[src/rtl/prog_loader_pkg.sv]
// Shared types and constants for the UART program loader.
package prog_loader_pkg;

  localparam int unsigned BYTES_PER_WORD = 4;
  localparam int unsigned BYTE_W         = 8;
  localparam int unsigned WORD_W         = 32;

  // Terminator word: marks end of program, never written to memory.
  localparam logic [WORD_W-1:0] LDR_END_WORD = 32'h0000_0FFF;

  typedef enum logic [1:0] {
    LOAD,
    WRITE,
    DONE
  } ldr_state_e;

endpackage

[src/rtl/byte_word_packer.sv]
// Little-endian byte-to-word packer: byte k lands in bits [8k+7:8k]. The completed
// word and its strobe are combinational so the caller sees them on the cycle that
// carries byte 3.
module byte_word_packer
  import prog_loader_pkg::*;
(
  input  logic              clk_i,
  input  logic              rst_i,
  input  logic              rx_valid_i,
  input  logic [BYTE_W-1:0] rx_byte_i,
  output logic              word_valid_c_o,
  output logic [WORD_W-1:0] word_c_o
);

  localparam int unsigned CNT_W  = $clog2(BYTES_PER_WORD);
  localparam int unsigned PART_W = WORD_W - BYTE_W;

  logic [CNT_W-1:0]  cnt_q,  cnt_d;
  logic [PART_W-1:0] part_q, part_d;

  // Advance the byte counter and capture the lower three bytes.
  always_comb begin
    cnt_d  = cnt_q;
    part_d = part_q;
    if (rx_valid_i) begin
      cnt_d = cnt_q + CNT_W'(1);
      case (cnt_q)
        CNT_W'(0): part_d[7:0]   = rx_byte_i;
        CNT_W'(1): part_d[15:8]  = rx_byte_i;
        CNT_W'(2): part_d[23:16] = rx_byte_i;
        default:   part_d        = part_q;
      endcase
    end
  end

  // Counter and partial-word registers.
  always_ff @(posedge clk_i) begin
    if (rst_i) begin
      cnt_q  <= '0;
      part_q <= '0;
    end else begin
      cnt_q  <= cnt_d;
      part_q <= part_d;
    end
  end

  assign word_valid_c_o = rx_valid_i && (cnt_q == CNT_W'(BYTES_PER_WORD - 1));
  assign word_c_o       = {rx_byte_i, part_q};

endmodule

[src/rtl/uart_prog_loader.sv]
// UART program loader: packs received bytes into words, writes them sequentially
// to instruction memory and holds the core in reset until the terminator word.
// Optional feature macro: LOADER_CHECKSUM_EN (running XOR of written words).
module uart_prog_loader
  import prog_loader_pkg::*;
#(
  parameter int unsigned       ADDR_W    = 13,
  parameter int unsigned       BASE_ADDR = 0,
  parameter logic [WORD_W-1:0] END_WORD  = LDR_END_WORD
) (
  input  logic              wb_clk_i,
  input  logic              wb_rst_i,
  input  logic              rx_valid_i,
  input  logic [BYTE_W-1:0] rx_byte_i,
  output logic              imem_we_o,
  output logic [ADDR_W-1:0] imem_addr_o,
  output logic [WORD_W-1:0] imem_wdata_o,
  input  logic              imem_ready_i,
  output logic              core_rst_o,
  output logic              load_done_o,
  output logic              err_o,
  output logic [ADDR_W:0]   word_count_o,
  output logic [WORD_W-1:0] checksum_o
);

  localparam int unsigned CNT_W = ADDR_W + 1;

  ldr_state_e        state_q, state_d;
  logic              we_q, we_d;
  logic [ADDR_W-1:0] addr_q, addr_d;
  logic [WORD_W-1:0] wdata_q, wdata_d;
  logic              done_q, done_d;
  logic              core_rst_q, core_rst_d;
  logic              err_q, err_d;
  logic [CNT_W-1:0]  count_q, count_d;
  logic              end_pend_q, end_pend_d;
  logic              ovf_q, ovf_d;

  logic              accept_c;
  logic              word_valid_c;
  logic [WORD_W-1:0] word_c;
  logic              is_end_c;
  logic              wr_done_c;

  // Bytes are ignored once loading is finished.
  assign accept_c  = rx_valid_i && (state_q != DONE);
  assign is_end_c  = word_valid_c && (word_c == END_WORD);
  assign wr_done_c = (state_q == WRITE) && imem_ready_i;

  byte_word_packer u_packer (
    .clk_i          (wb_clk_i),
    .rst_i          (wb_rst_i),
    .rx_valid_i     (accept_c),
    .rx_byte_i      (rx_byte_i),
    .word_valid_c_o (word_valid_c),
    .word_c_o       (word_c)
  );

  // Next-state and output logic for the LOAD/WRITE/DONE controller.
  always_comb begin
    state_d    = state_q;
    we_d       = we_q;
    addr_d     = addr_q;
    wdata_d    = wdata_q;
    done_d     = done_q;
    core_rst_d = core_rst_q;
    err_d      = err_q;
    count_d    = count_q;
    end_pend_d = end_pend_q;
    ovf_d      = ovf_q;
    case (state_q)
      LOAD: begin
        if (is_end_c) begin
          state_d    = DONE;
          done_d     = 1'b1;
          core_rst_d = 1'b0;
        end else if (word_valid_c) begin
          if (ovf_q) begin
            err_d = 1'b1;
          end else begin
            we_d    = 1'b1;
            wdata_d = word_c;
            state_d = WRITE;
          end
        end
      end
      WRITE: begin
        if (imem_ready_i) begin
          we_d    = 1'b0;
          count_d = count_q + CNT_W'(1);
          // Last address: flag overflow instead of wrapping.
          if (&addr_q) ovf_d = 1'b1;
          else         addr_d = addr_q + ADDR_W'(1);
          if (end_pend_q || is_end_c) begin
            state_d    = DONE;
            done_d     = 1'b1;
            core_rst_d = 1'b0;
            end_pend_d = 1'b0;
          end else begin
            state_d = LOAD;
          end
          // Write is still pending on this cycle, so a fresh data word is lost.
          if (word_valid_c && !is_end_c) err_d = 1'b1;
        end else if (is_end_c) begin
          end_pend_d = 1'b1;
        end else if (word_valid_c) begin
          err_d = 1'b1;
        end
      end
      DONE: begin
        state_d = DONE;
      end
      default: begin
        state_d = LOAD;
      end
    endcase
  end

  // Controller registers.
  always_ff @(posedge wb_clk_i) begin
    if (wb_rst_i) begin
      state_q    <= LOAD;
      we_q       <= 1'b0;
      addr_q     <= ADDR_W'(BASE_ADDR);
      wdata_q    <= '0;
      done_q     <= 1'b0;
      core_rst_q <= 1'b1;
      err_q      <= 1'b0;
      count_q    <= '0;
      end_pend_q <= 1'b0;
      ovf_q      <= 1'b0;
    end else begin
      state_q    <= state_d;
      we_q       <= we_d;
      addr_q     <= addr_d;
      wdata_q    <= wdata_d;
      done_q     <= done_d;
      core_rst_q <= core_rst_d;
      err_q      <= err_d;
      count_q    <= count_d;
      end_pend_q <= end_pend_d;
      ovf_q      <= ovf_d;
    end
  end

`ifdef LOADER_CHECKSUM_EN
  logic [WORD_W-1:0] csum_q, csum_d;

  // Fold each word into the checksum as its write completes.
  always_comb begin
    csum_d = csum_q;
    if (wr_done_c) csum_d = csum_q ^ wdata_q;
  end

  // Checksum register.
  always_ff @(posedge wb_clk_i) begin
    if (wb_rst_i) csum_q <= '0;
    else          csum_q <= csum_d;
  end

  assign checksum_o = csum_q;
`else
  assign checksum_o = '0;
`endif

  assign imem_we_o    = we_q;
  assign imem_addr_o  = addr_q;
  assign imem_wdata_o = wdata_q;
  assign core_rst_o   = core_rst_q;
  assign load_done_o  = done_q;
  assign err_o        = err_q;
  assign word_count_o = count_q;

endmodule

[config.mk]
export PLATFORM = sky130hd
export DESIGN_NAME = uart_prog_loader
export DESIGN_NICKNAME = d
export VERILOG_FILES = /design/src/rtl/prog_loader_pkg.sv /design/src/rtl/byte_word_packer.sv /design/src/rtl/uart_prog_loader.sv
export SDC_FILE = /design/constraint.sdc
export NUM_CORES = 1
export LEC_CHECK = 0
export ABC_CLOCK_PERIOD_IN_PS = 5300
export BUFFER_PORTS_ARGS = -buffer_cell sky130_fd_sc_hd__buf_2
export CORE_MARGIN = 3
export CORE_UTILIZATION = 60
export CTS_BUF_LIST = sky130_fd_sc_hd__clkbuf_4
export CTS_CLUSTER_DIAMETER = 40
export DETAILED_ROUTE_END_ITERATION = 6
export GPL_TIMING_DRIVEN = 1
export PLACE_DENSITY_LB_ADDON = 0.1
export REMOVE_ABC_BUFFERS = 1
export SYNTH_ARGS = -nofsm -noshare
export SYNTH_HDL_FRONTEND = slang
export SYNTH_HIERARCHICAL = 1
export SYNTH_SLANG_ARGS = --single-unit
[constraint.sdc]
create_clock -name wb_clk_i -period 5.3 [get_ports wb_clk_i]
set_clock_uncertainty 0.1 [all_clocks]
set_input_delay 0.265 -clock wb_clk_i [delete_from_list [all_inputs] [get_ports wb_clk_i]]
set_output_delay 0.265 -clock wb_clk_i [all_outputs]
set_load 0.02 [all_outputs]
# Word level (Yosys, flattened, before mapping)

Cells that the tools add are included.
Widths: inputs -> output; s select.

Input bits: 12
Register bits after elaboration: 93
Word-level logic and storage cells: 91

Add/subtract/negate cells: 3
Equal/unequal tests: 20
Bitwise operators: 3
Reductions and logical operators: 23
Mux-type cells: 28

Operators by type and width:

| kind                  | count |
|---|---|
| $eq 32x12->1 const B  | 1 |
| $mux 1                | 18 |
| $reduce_and 15->1     | 1 |
| $add 14x1->14 const B | 1 |
| $ne 2x2->1 const B    | 7 |
| $add 13x1->13 const B | 1 |
| $reduce_and 13->1     | 1 |
| $ne 3x3->1 const B    | 4 |
| $mux 2                | 5 |
| $reduce_and 3->1      | 3 |
| $pmux 1 s2            | 4 |
| $reduce_and 2->1      | 4 |
| $reduce_and 4->1      | 2 |
| $reduce_and 7->1      | 1 |
| $eq 2x2->1 const B    | 3 |
| $pmux 2 s3            | 1 |
| $reduce_and 5->1      | 1 |
| $eq 2x1->1 const B    | 2 |
| $logic_and 1x1->1     | 4 |
| $logic_not 2->1       | 2 |
| $ne 2x1->1 const B    | 2 |
| $reduce_bool 2->1     | 2 |
| $ne 3x2->1 const B    | 1 |
| $not 1->1             | 3 |
| other kinds (3)       | 3 |

# Logic depth before layout (Yosys ltp)

Gate-level depths: netlist of run 1.

Word-level depth: 9
Depth in mapped cells: 8
Gate-level depth less buffers: 7

# Hierarchy

Netlist of run 1, hierarchy kept.

Modules (own cells, without submodules):

| module           | area an instance (um^2) | cells an instance | sequential area each (um^2) | instances |
|---|---|---|---|---|
| uart_prog_loader | 3314.4                  | 380               | 1341.3                      | 1 |
| byte_word_packer | 1168.6                  | 109               | 520.5                       | 1 |

# Worst setup path after synthesis of run 1

No wires, ideal clock.

Kind: reg2reg
From: register addr_q[0], in the netlist imem_addr_o[0]
To: register addr_q[6], in the netlist imem_addr_o[6]
Buffers on the path: 1
Arrival: 1.738 ns
Setup slack: 3.338 ns
Data required time: 5.077 ns
Cell stages (with the launch flop): 7
Path through: dfxtp_1 ha_1 and3_1 and4_1 buf_2 nor4_1 mux2_1

Word-level cells in the longest chain between the ends: 3
Elaborated cells between the ends (all ways): 4
Classes of those cells: add/sub (1); bitwise (1); reduce/logical (2)

Ends and longest elaborated chain:

| what                                                  | RTL line                | text |
|---|---|---|
| start, declared                                       | uart_prog_loader.sv:30  | `logic [ADDR_W-1:0] addr_q, addr_d;` |
| start signal, assigned                                | uart_prog_loader.sv:124 | `addr_q <= ADDR_W'(BASE_ADDR);` |
| start signal, assigned                                | uart_prog_loader.sv:135 | `addr_q <= addr_d;` |
| branches (longest 3 deep; another with $add 13x1->13) | --                      |  |

Several ways; the timed one is not identified.
A chain may end at the register's enable or synchronous reset.

# Final worst setup path of run 1

From: register state_q[0]
To: register wdata_q[22], in the netlist imem_wdata_o[22]

Word-level cells in the longest chain between the ends: 6
Elaborated cells between the ends (all ways): 7
Classes of those cells: eq/ne (1); bitwise (1); reduce/logical (5)

Ends and longest elaborated chain:

| what                                | RTL line                | text |
|---|---|---|
| start, declared                     | uart_prog_loader.sv:28  | `ldr_state_e state_q, state_d;` |
| start signal, assigned              | uart_prog_loader.sv:133 | `state_q <= state_d;` |
| $ne 2x2->1 *                        | uart_prog_loader.sv:46  | `assign accept_c = rx_valid_i && (state_q != DONE);` |
| $logic_and 1x1->1 *                 | uart_prog_loader.sv:46  |  |
| net accept_c                        | uart_prog_loader.sv:39  | `logic accept_c;` |
| $logic_and 1x1->1 *                 | byte_word_packer.sv:47  | `assign word_valid_c_o = rx_valid_i && (cnt_q == CNT_W'(BYTES_PER_WORD - 1));` |
| net word_valid_c                    | uart_prog_loader.sv:40  | `logic word_valid_c;` |
| $logic_and 1x1->1                   | uart_prog_loader.sv:47  | `assign is_end_c = word_valid_c && (word_c == END_WORD);` |
| $not 1->1 (no source line)          | --                      |  |
| $reduce_and 4->1 (no source line) * | --                      |  |
| end signal, assigned                | uart_prog_loader.sv:136 | `wdata_q <= wdata_d;` |
| end, declared                       | uart_prog_loader.sv:31  | `logic [WORD_W-1:0] wdata_q, wdata_d;` |

Mark *: on every way through the listed nets, which the timed path passes. The rest lies on a longest branch.

==> results of run 1 <==
## sequential cells by signal, indices dropped and copies added (netlist names)
name / flops
core_rst_o: 1
end_pend_q: 1
err_o: 1
imem_addr_o: 13
imem_wdata_o: 32
imem_we_o: 1
load_done_o: 1
ovf_q: 1
state_q: 2
u_packer/cnt_q: 2
u_packer/part_q: 24
word_count_o: 14
## cells in the mapped netlist (all sizes together) (7+ instances only)
cell	n	area, sq um
nor2	18	67.6
nand2	77	297
o31ai	9	67.6
dfxtp	93	1860
nand2b	32	200
clkbuf	13	48.8
or4	8	60.1
mux2i	57	571
nand4	7	43.8
a21oi	20	100
inv	11	41.3
nand3	12	60.1
buf	54	413
## critical path: cells and delay by family, from the launching register on
kind,cells,cell delay [ns]
and+or+nand+nor,1,0.33
muxes,1,0.27
buffers and inverters,1,0.12
AOI/OAI and AO/OA,2,1.59
DFF,1,0.46
## per-stage QoR
stage          worst slack, ns  cell area [sq um]  hold WS [ns]  utilization, %  total power [uW]
6_report                  2.35               4880         0.163            69.5              1210
5_1_grt                   2.09               4880         0.149            69.5              1270
4_1_cts                   2.34               4880         0.138            69.5              1230
3_5_place_dp              2.35               4650         0.343            66.3               832
3_3_place_gp              2.53               4650         0.332            66.3               829
2_1_floorplan             2.30               4140         0.234               -               803
## where the power goes
group | total, uW | internal [uW] | leakage, uW | switching [uW]
Clock | 391 | 150 | 0.0000771 | 241
Combinational | 99.4 | 34.1 | 0.00123 | 65.3
Sequential | 722 | 712 | 0.000751 | 10.2
## worst max path at each step
stage / from / to / cells past startpoint
floorplan: state_q[0] / imem_wdata_o[0] / 5
global placement: state_q[0] / imem_wdata_o[3] / 5
detailed placement: state_q[0] / imem_wdata_o[27] / 5
CTS: state_q[0] / imem_wdata_o[22] / 5
global route: state_q[0] / imem_wdata_o[25] / 5
finish: state_q[0] / imem_wdata_o[22] / 5
## final cells by class
cell class                 instances  area [sq um]
fill                             606          2140
multi-input combinational        349          2240
inverter                          11          41.3
clock buffer                       9          67.6
clock inverter                     7          81.3
timing repair buffer              85           473
sequential                        93          1860
tap                               96           120
## routing by layer
layer | global-route usage, % | wire length (microns)
met3 | 3.33 | 403
met2 | 35.5 | 4130
met5 | 0 | 0
met4 | 7.55 | 105
met1 | 24.4 | 3860
## cells by family (layout without fill, tap and decap cells)
family | count (synthesis) | in the layout
other cells | 1 | 32
compound gates | 50 | 50
buf+inv | 78 | 112
fa+ha+maj | 6 | 6
xor+xnor | 9 | 9
simple gates | 193 | 193
flops | 93 | 93
mux | 59 | 59
==> impl_metrics.json, run 1 <==
{
  "start_kind": "register",
  "min_path_cells": 4,
  "critical-path-max-stage-delay_ns": 0.90,
  "ctsRootBufferMaster": "clkbuf_4",
  "clock_latency_ns": 0.42,
  "antenna_found_initial": 0,
  "dr.first_iter.drc_count": 123,
  "synth-adder-area-share_pct": 1.67,
  "tightestPinTransition_ns": 1.00,
  "grt_pass1_wl_microns": 14200,
  "diodes": 0,
  "wl_per_cell_microns": 13.1,
  "ir_drop_uv": 167,
  "reg2reg_slack_ns": 2.35,
  "min_to": "state_q[1]",
  "die_w_microns": 92.4,
  "path_max_fanout": 34,
  "worstSetupPathType": "reg -> reg",
  "r2r_cells": 5,
  "cts_resized": 0,
  "finalMaxSlewViolations": 0,
  "worstPathArrival_ns": 3.19,
  "post_drt_via_cell_ratio": 5.20,
  "synth_area_per_cell_sq_um": 9.17,
  "worstPathRequired_ns": 5.54,
  "finalCritPeriodShare_pct": 55.7,
  "core_sq_mm": 0.00702,
  "clk_pin_slew_ns": 0.13,
  "r2r_end": "imem_wdata_o[22]",
  "start_util_pct": 63.9,
  "h-tree-depth": 3,
  "gr-total-overflow": 0,
  "drtAntennaViolNets": 0,
  "cts_inserted_buffers": 9,
  "track_usage_pct": 20.1,
  "postCtsSetupBuffers": 0,
  "synth_edf_count": 0,
  "final.setup.tns_ns": 0,
  "synth_seq_area_share_pct": 41.5,
  "layout_commonest_cell": "dfxtp_1",
  "slew_headroom_pct": 33.0,
  "dieArea_sq_mm": 0.00855,
  "fin_crit_ns": 2.95,
  "grt_max_degree": 70,
  "synth-compound-area-share_pct": 7.37,
  "die_h_microns": 92.4,
  "setup_violations": 0,
  "synthesis.area_sq_mm": 0.00448,
  "pin_count": 107,
  "r2r_start": "state_q[0]",
  "gp_congestion": 0.765,
  "mostFrequentLayoutCells": "dfxtp_1, nand2_1, buf_2",
  "clock-sinks": 93,
  "drc": 0,
  "first_pass_iters": 4,
  "placed_cells": 626,
  "clock_path_buffers": 2,
  "rows": 30,
  "num_vias": 3379,
  "endpoint_kind": "register",
  "yosys.area_share.simple_pct": 23.1,
  "synth_xor_area_share_pct": 1.76,
  "synth-seq-cells": 93,
  "leakage_uw": 0.00206,
  "ys_warn_count": 6,
  "final_cell_count_no_fill": 650,
  "synth_cell_types": 57,
  "max_freq_mhz": 339,
  "synth_top_family_by_area": "simple AND/OR/NAND/NOR gates",
  "synthArstFlopShare_pct": 0,
  "min_path_type": "in -> reg",
  "port_buffers": 74,
  "areaGrowthSynthToFinish_pct": 8.88,
  "tritoncts": "built",
  "dp_hpwl_microns": 5850,
  "outcome": "completed",
  "cap_violations": 0,
  "nets": 567,
  "netlist_instances": 489,
  "holdCritStartpoint": "imem_ready_i",
  "crit_chain": "inv_1 > a21boi_0 > and2_2 > o2111a_2 > mux2i_1",
  "grt_pass1_vias": 3095,
  "drive_gt1_share_pct": 19.5,
  "drt-total-wl_microns": 8490,
  "hold_violations": 0,
  "muxShareOfSynthArea_pct": 13.3,
  "cts_hold_buf": 8,
  "grt_setup_unrepaired": "false",
  "power.density_mw_per_mm2": 248,
  "cpMaxStageDelayCell": "o2111a_2",
  "synth_ff_type": "dfxtp_1"
}
Note: power is estimated with default switching activity, not from simulation.
==> run 2, diff against run 1 <==
Settings changed: ABC_CLOCK_PERIOD_IN_PS 5300 to 3000, CORE_UTILIZATION 60 to 56.
Clock period 5.3 ns to 3 ns, I/O delays scaled along.
==> impl_metrics.json, run 2 (same netlist as run 1, synthesis figures left out) <==
{
  "final.setup.tns_ns": 0,
  "grt_pass1_vias": 3052,
  "max_freq_mhz": 393,
  "port_buffers": 74,
  "die_w_microns": 95.5,
  "gp_congestion": 0.789,
  "ctsRootBufferMaster": "clkbuf_4",
  "worstSetupPathType": "reg -> reg",
  "pin_count": 107,
  "drtAntennaViolNets": 0,
  "hold_violations": 0,
  "h-tree-depth": 3,
  "postCtsSetupBuffers": 0,
  "track_usage_pct": 20.3,
  "worstPathRequired_ns": 3.27,
  "diodes": 0,
  "holdWs_ns": 0.0181,
  "ir_drop_uv": 210,
  "tritoncts": "built",
  "drive_gt1_share_pct": 19.8,
  "mostFrequentLayoutCells": "dfxtp_1, nand2_1, buf_2",
  "grt_pass1_wl_microns": 14600,
  "drc": 0,
  "tightestPinTransition_ns": 1.02,
  "fin_crit_ns": 2.55,
  "leakage_uw": 0.00207,
  "slew_headroom_pct": 32.3,
  "num_vias": 3463,
  "gr-total-overflow": 0,
  "cts_resized": 0,
  "areaGrowthSynthToFinish_pct": 8.93,
  "timing.final.ws_setup_ns": 0.455,
  "cap_violations": 0,
  "clock-sinks": 93,
  "layout_commonest_cell": "dfxtp_1",
  "switching_share_pct": 28.8,
  "core_sq_mm": 0.00752,
  "largest_register_ffs": 32,
  "switching_power_uw": 611,
  "endpoint_kind": "register",
  "dieArea_sq_mm": 0.00912,
  "rows": 31,
  "seqCellArea_sq_mm": 0.00186,
  "final_util_pct": 64.9,
  "grt_setup_unrepaired": "false",
  "min_path_type": "in -> reg",
  "path_max_fanout": 34,
  "finalMaxSlewViolations": 0,
  "dp_hpwl_microns": 6160,
  "die_h_microns": 95.5,
  "first_pass_iters": 4,
  "antenna_found_initial": 0,
  "cts_inserted_buffers": 9,
  "dp_slack_ns": 0.509,
  "post_drt_via_cell_ratio": 5.29,
  "start_kind": "register",
  "p_int_uw": 1510,
  "p_seq_share_pct": 60.1,
  "combPwrFrac_pct": 8.5,
  "dr.first_iter.drc_count": 120,
  "clock_power_share_pct": 31.4,
  "drt-total-wl_microns": 9040,
  "worstPathArrival_ns": 2.82,
  "nets": 569,
  "clock_path_buffers": 2,
  "multi_input_area_sq_mm": 0.00224,
  "power.density_mw_per_mm2": 435,
  "wl_per_cell_microns": 13.8,
  "setup_violations": 0,
  "fillers": 698,
  "start_util_pct": 59.6,
  "grt_max_degree": 69,
  "clk_pin_slew_ns": 0.15,
  "finalCritPeriodShare_pct": 84.8,
  "clock_latency_ns": 0.45,
  "outcome": "completed"
}
==> run 2: timing repair <==
item / CTS / global route
hold endpoints to repair: 32 / 0
endpoints found under the setup margin: 0 / 0
hold buffers: 8 / 0
==> run 2: layout make-up <==
cell class	instances	area share [%]
Multi-Input combinational cell	349	45.8
Sequential cell	93	38.1
Timing Repair Buffer	87	9.99
Tap cell	99	2.54
Clock buffer	9	1.38
Clock inverter	7	1.33
Inverter	11	0.846
==> run 2: layer usage <==
layer	global-route usage [%]	wire, microns
met1	25.9	4040
met2	34.0	4420
met3	4.81	493
met4	6.40	91
met5	0	0
==> run 2: power by group through the flow <==
stage / clock network, uW / registers [uW] / logic (uW)
final: 668 / 1280 / 180
after global routing: 737 / 1280 / 200
after CTS: 685 / 1280 / 180
after detailed placement: 0 / 1300 / 171
after global placement: 0 / 1300 / 168
after floorplan: 0 / 1300 / 119
==> run 2: final timing paths <==
path	end	startpoint	slack [ns]	depth (start not counted)
setup reg to reg	imem_wdata_o[0]	state_q[0]	0.45	6
hold / removal	state_q[0]	imem_ready_i	0.02	3
hold reg to reg	imem_wdata_o[6]	imem_wdata_o[6]	0.36	2
setup / recovery	imem_wdata_o[0]	state_q[0]	0.45	6
==> run 2: worst max-delay path, stage by stage, from the launching register on <==
cell      delay, ns
dfxtp_1        0.47
inv_1          0.12
a21boi_0       0.21
buf_4          0.19
and2_2         0.18
o2111a_2       0.88
mux2i_1        0.28
==> run 2: through the flow <==
step / instances / total power, uW / instance area [sq um]
floorplan: 453 / 1420 / 4140
global placement: 631 / 1470 / 4670
detailed placement: 631 / 1470 / 4670
CTS: 655 / 2140 / 4880
global route: 655 / 2220 / 4880
finish: 655 / 2120 / 4880
==> run 3, diff against run 2 <==
Settings changed: ABC_CLOCK_PERIOD_IN_PS 3000 to 2500.
Clock period 3 ns to 2.5 ns, I/O delays scaled along.
==> impl_metrics.json, run 3 (same netlist as run 1, synthesis figures left out) <==
{
  "outcome": "completed",
  "slew_headroom_pct": 65.0,
  "placed_cells": 634,
  "critPathTopFamily": "compound AO/OA/AOI/OAI gates",
  "dieArea_sq_mm": 0.00912,
  "dr.first_iter.drc_count": 137,
  "antenna_found_initial": 0,
  "pin_count": 107,
  "die_h_microns": 95.5,
  "final_util_pct": 65.8,
  "grt_setup_unrepaired": "false",
  "holdWs_ns": 0.236,
  "fillers": 669,
  "track_usage_pct": 20.5,
  "grt_pass1_wl_microns": 14800,
  "drive_gt1_share_pct": 20.1,
  "grt_pass1_vias": 3120,
  "tightestPinTransition_ns": 0.525,
  "layout_commonest_cell": "dfxtp_1",
  "drtAntennaViolNets": 0,
  "nets": 574,
  "worstSetupPathType": "reg -> reg",
  "largest_register_ffs": 32,
  "diodes": 0,
  "core_sq_mm": 0.00752,
  "min_path_type": "in -> reg",
  "critical-path-max-stage-delay_ns": 0.47,
  "mostFrequentLayoutCells": "dfxtp_1, nand2_1, buf_2",
  "num_vias": 3422,
  "start_kind": "register",
  "crit_chain": "inv_1 > a21boi_0 > and2_2 > o2111a_2 > buf_12 > mux2i_1",
  "cts_inserted_buffers": 9,
  "clock_path_buffers": 2,
  "clk_pin_slew_ns": 0.15,
  "port_buffers": 74,
  "path_buf_inv": 2,
  "fin_crit_ns": 2.22,
  "start_util_pct": 59.6,
  "cap_violations": 0,
  "clock_power_share_pct": 32.6,
  "die_w_microns": 95.5,
  "cpMaxStageDelayCell": "dfxtp_1",
  "gr-total-overflow": 0,
  "p_int_uw": 1910,
  "postCtsSetupBuffers": 0,
  "drc": 0,
  "tritoncts": "built",
  "path_max_fanout": 23,
  "switching_share_pct": 26.7,
  "drt-total-wl_microns": 8930,
  "max_freq_mhz": 450,
  "worstPathArrival_ns": 2.50,
  "areaGrowthSynthToFinish_pct": 10.5,
  "final_cell_count_no_fill": 660,
  "first_pass_iters": 5,
  "clock-sinks": 93,
  "worstPathRequired_ns": 2.77,
  "dp_slack_ns": 0.373,
  "timing.final.ws_setup_ns": 0.277,
  "dp_hpwl_microns": 6390,
  "finalMaxSlewViolations": 0,
  "gp_congestion": 0.831,
  "hold_violations": 0,
  "power.density_mw_per_mm2": 525,
  "setup_violations": 0,
  "h-tree-depth": 3,
  "switching_power_uw": 695,
  "wl_per_cell_microns": 13.5,
  "p_seq_share_pct": 58.9,
  "rows": 31,
  "clock_latency_ns": 0.45,
  "post_drt_via_cell_ratio": 5.18,
  "grt_max_degree": 43,
  "ctsRootBufferMaster": "clkbuf_4",
  "leakage_uw": 0.00210,
  "reg2reg_slack_ns": 0.28,
  "combPwrFrac_pct": 8.5,
  "ir_drop_uv": 303,
  "endpoint_kind": "register",
  "finalCritPeriodShare_pct": 88.9
}
==> run 3: worst min-delay path, delay by kind of cell <==
family / cells / cell delay (ns)
buf+inv: 2 / 0.28
xor+xnor: 1 / 0.15
compound gates: 1 / 0.14
simple gates: 1 / 0.03
==> run 3: cell type report <==
class | instances | area, sq um | area share, %
clock inverters | 7 | 81.3 | 1.64
well taps | 99 | 124 | 2.50
repair buffers | 92 | 543 | 11.0
clock buffers | 9 | 67.6 | 1.36
flip-flops and latches | 93 | 1860 | 37.6
multi-input cells | 349 | 2240 | 45.1
inverters | 11 | 41.3 | 0.833
==> run 3: worst paths after layout <==
kind,end,startpoint,cells past startpoint
setup / recovery,imem_wdata_o[20],state_q[0],6
hold / removal,u_packer/cnt_q[0],rx_valid_i,5
setup reg to reg,imem_wdata_o[20],state_q[0],6
hold reg to reg,err_o,err_o,2
==> run 3: power groups by stage <==
stage / Combinational, uW / Sequential, uW / Clock [uW]
after floorplan: 143 / 1560 / 0
after global placement: 205 / 1560 / 0
after detailed placement: 208 / 1560 / 0
after CTS: 221 / 1530 / 879
after global routing: 245 / 1540 / 934
final: 221 / 1530 / 848
==> run 3: per-stage QoR <==
| stage | total power, uW | area [sq um] | setup TNS (ns) |
|---|---|---|---|
| after global placement | 1770 | 4710 | 0 |
| after global routing | 2710 | 4950 | 0 |
| final | 2600 | 4950 | 0 |
| after floorplan | 1700 | 4140 | -16.94 |
| after detailed placement | 1770 | 4710 | 0 |
| after CTS | 2630 | 4950 | 0 |
==> run 3: metal layers <==
metal | global-route usage (%) | routed length (microns) | vias up
li1 | - | - | 1747
met5 | 0 | 0 | -
met1 | 26.6 | 4090 | 1572
met3 | 4.34 | 491 | 10
met2 | 33.2 | 4190 | 93
met4 | 7.94 | 149 | 0
==> run 3: what timing repair did <==
| item | in CTS | in global routing |
|---|---|---|
| hold endpoints to repair | 36 | 0 |
| hold buffers | 10 | 0 |
| resized for setup | 0 | 0 |
| endpoints found under the setup margin | 0 | 0 |
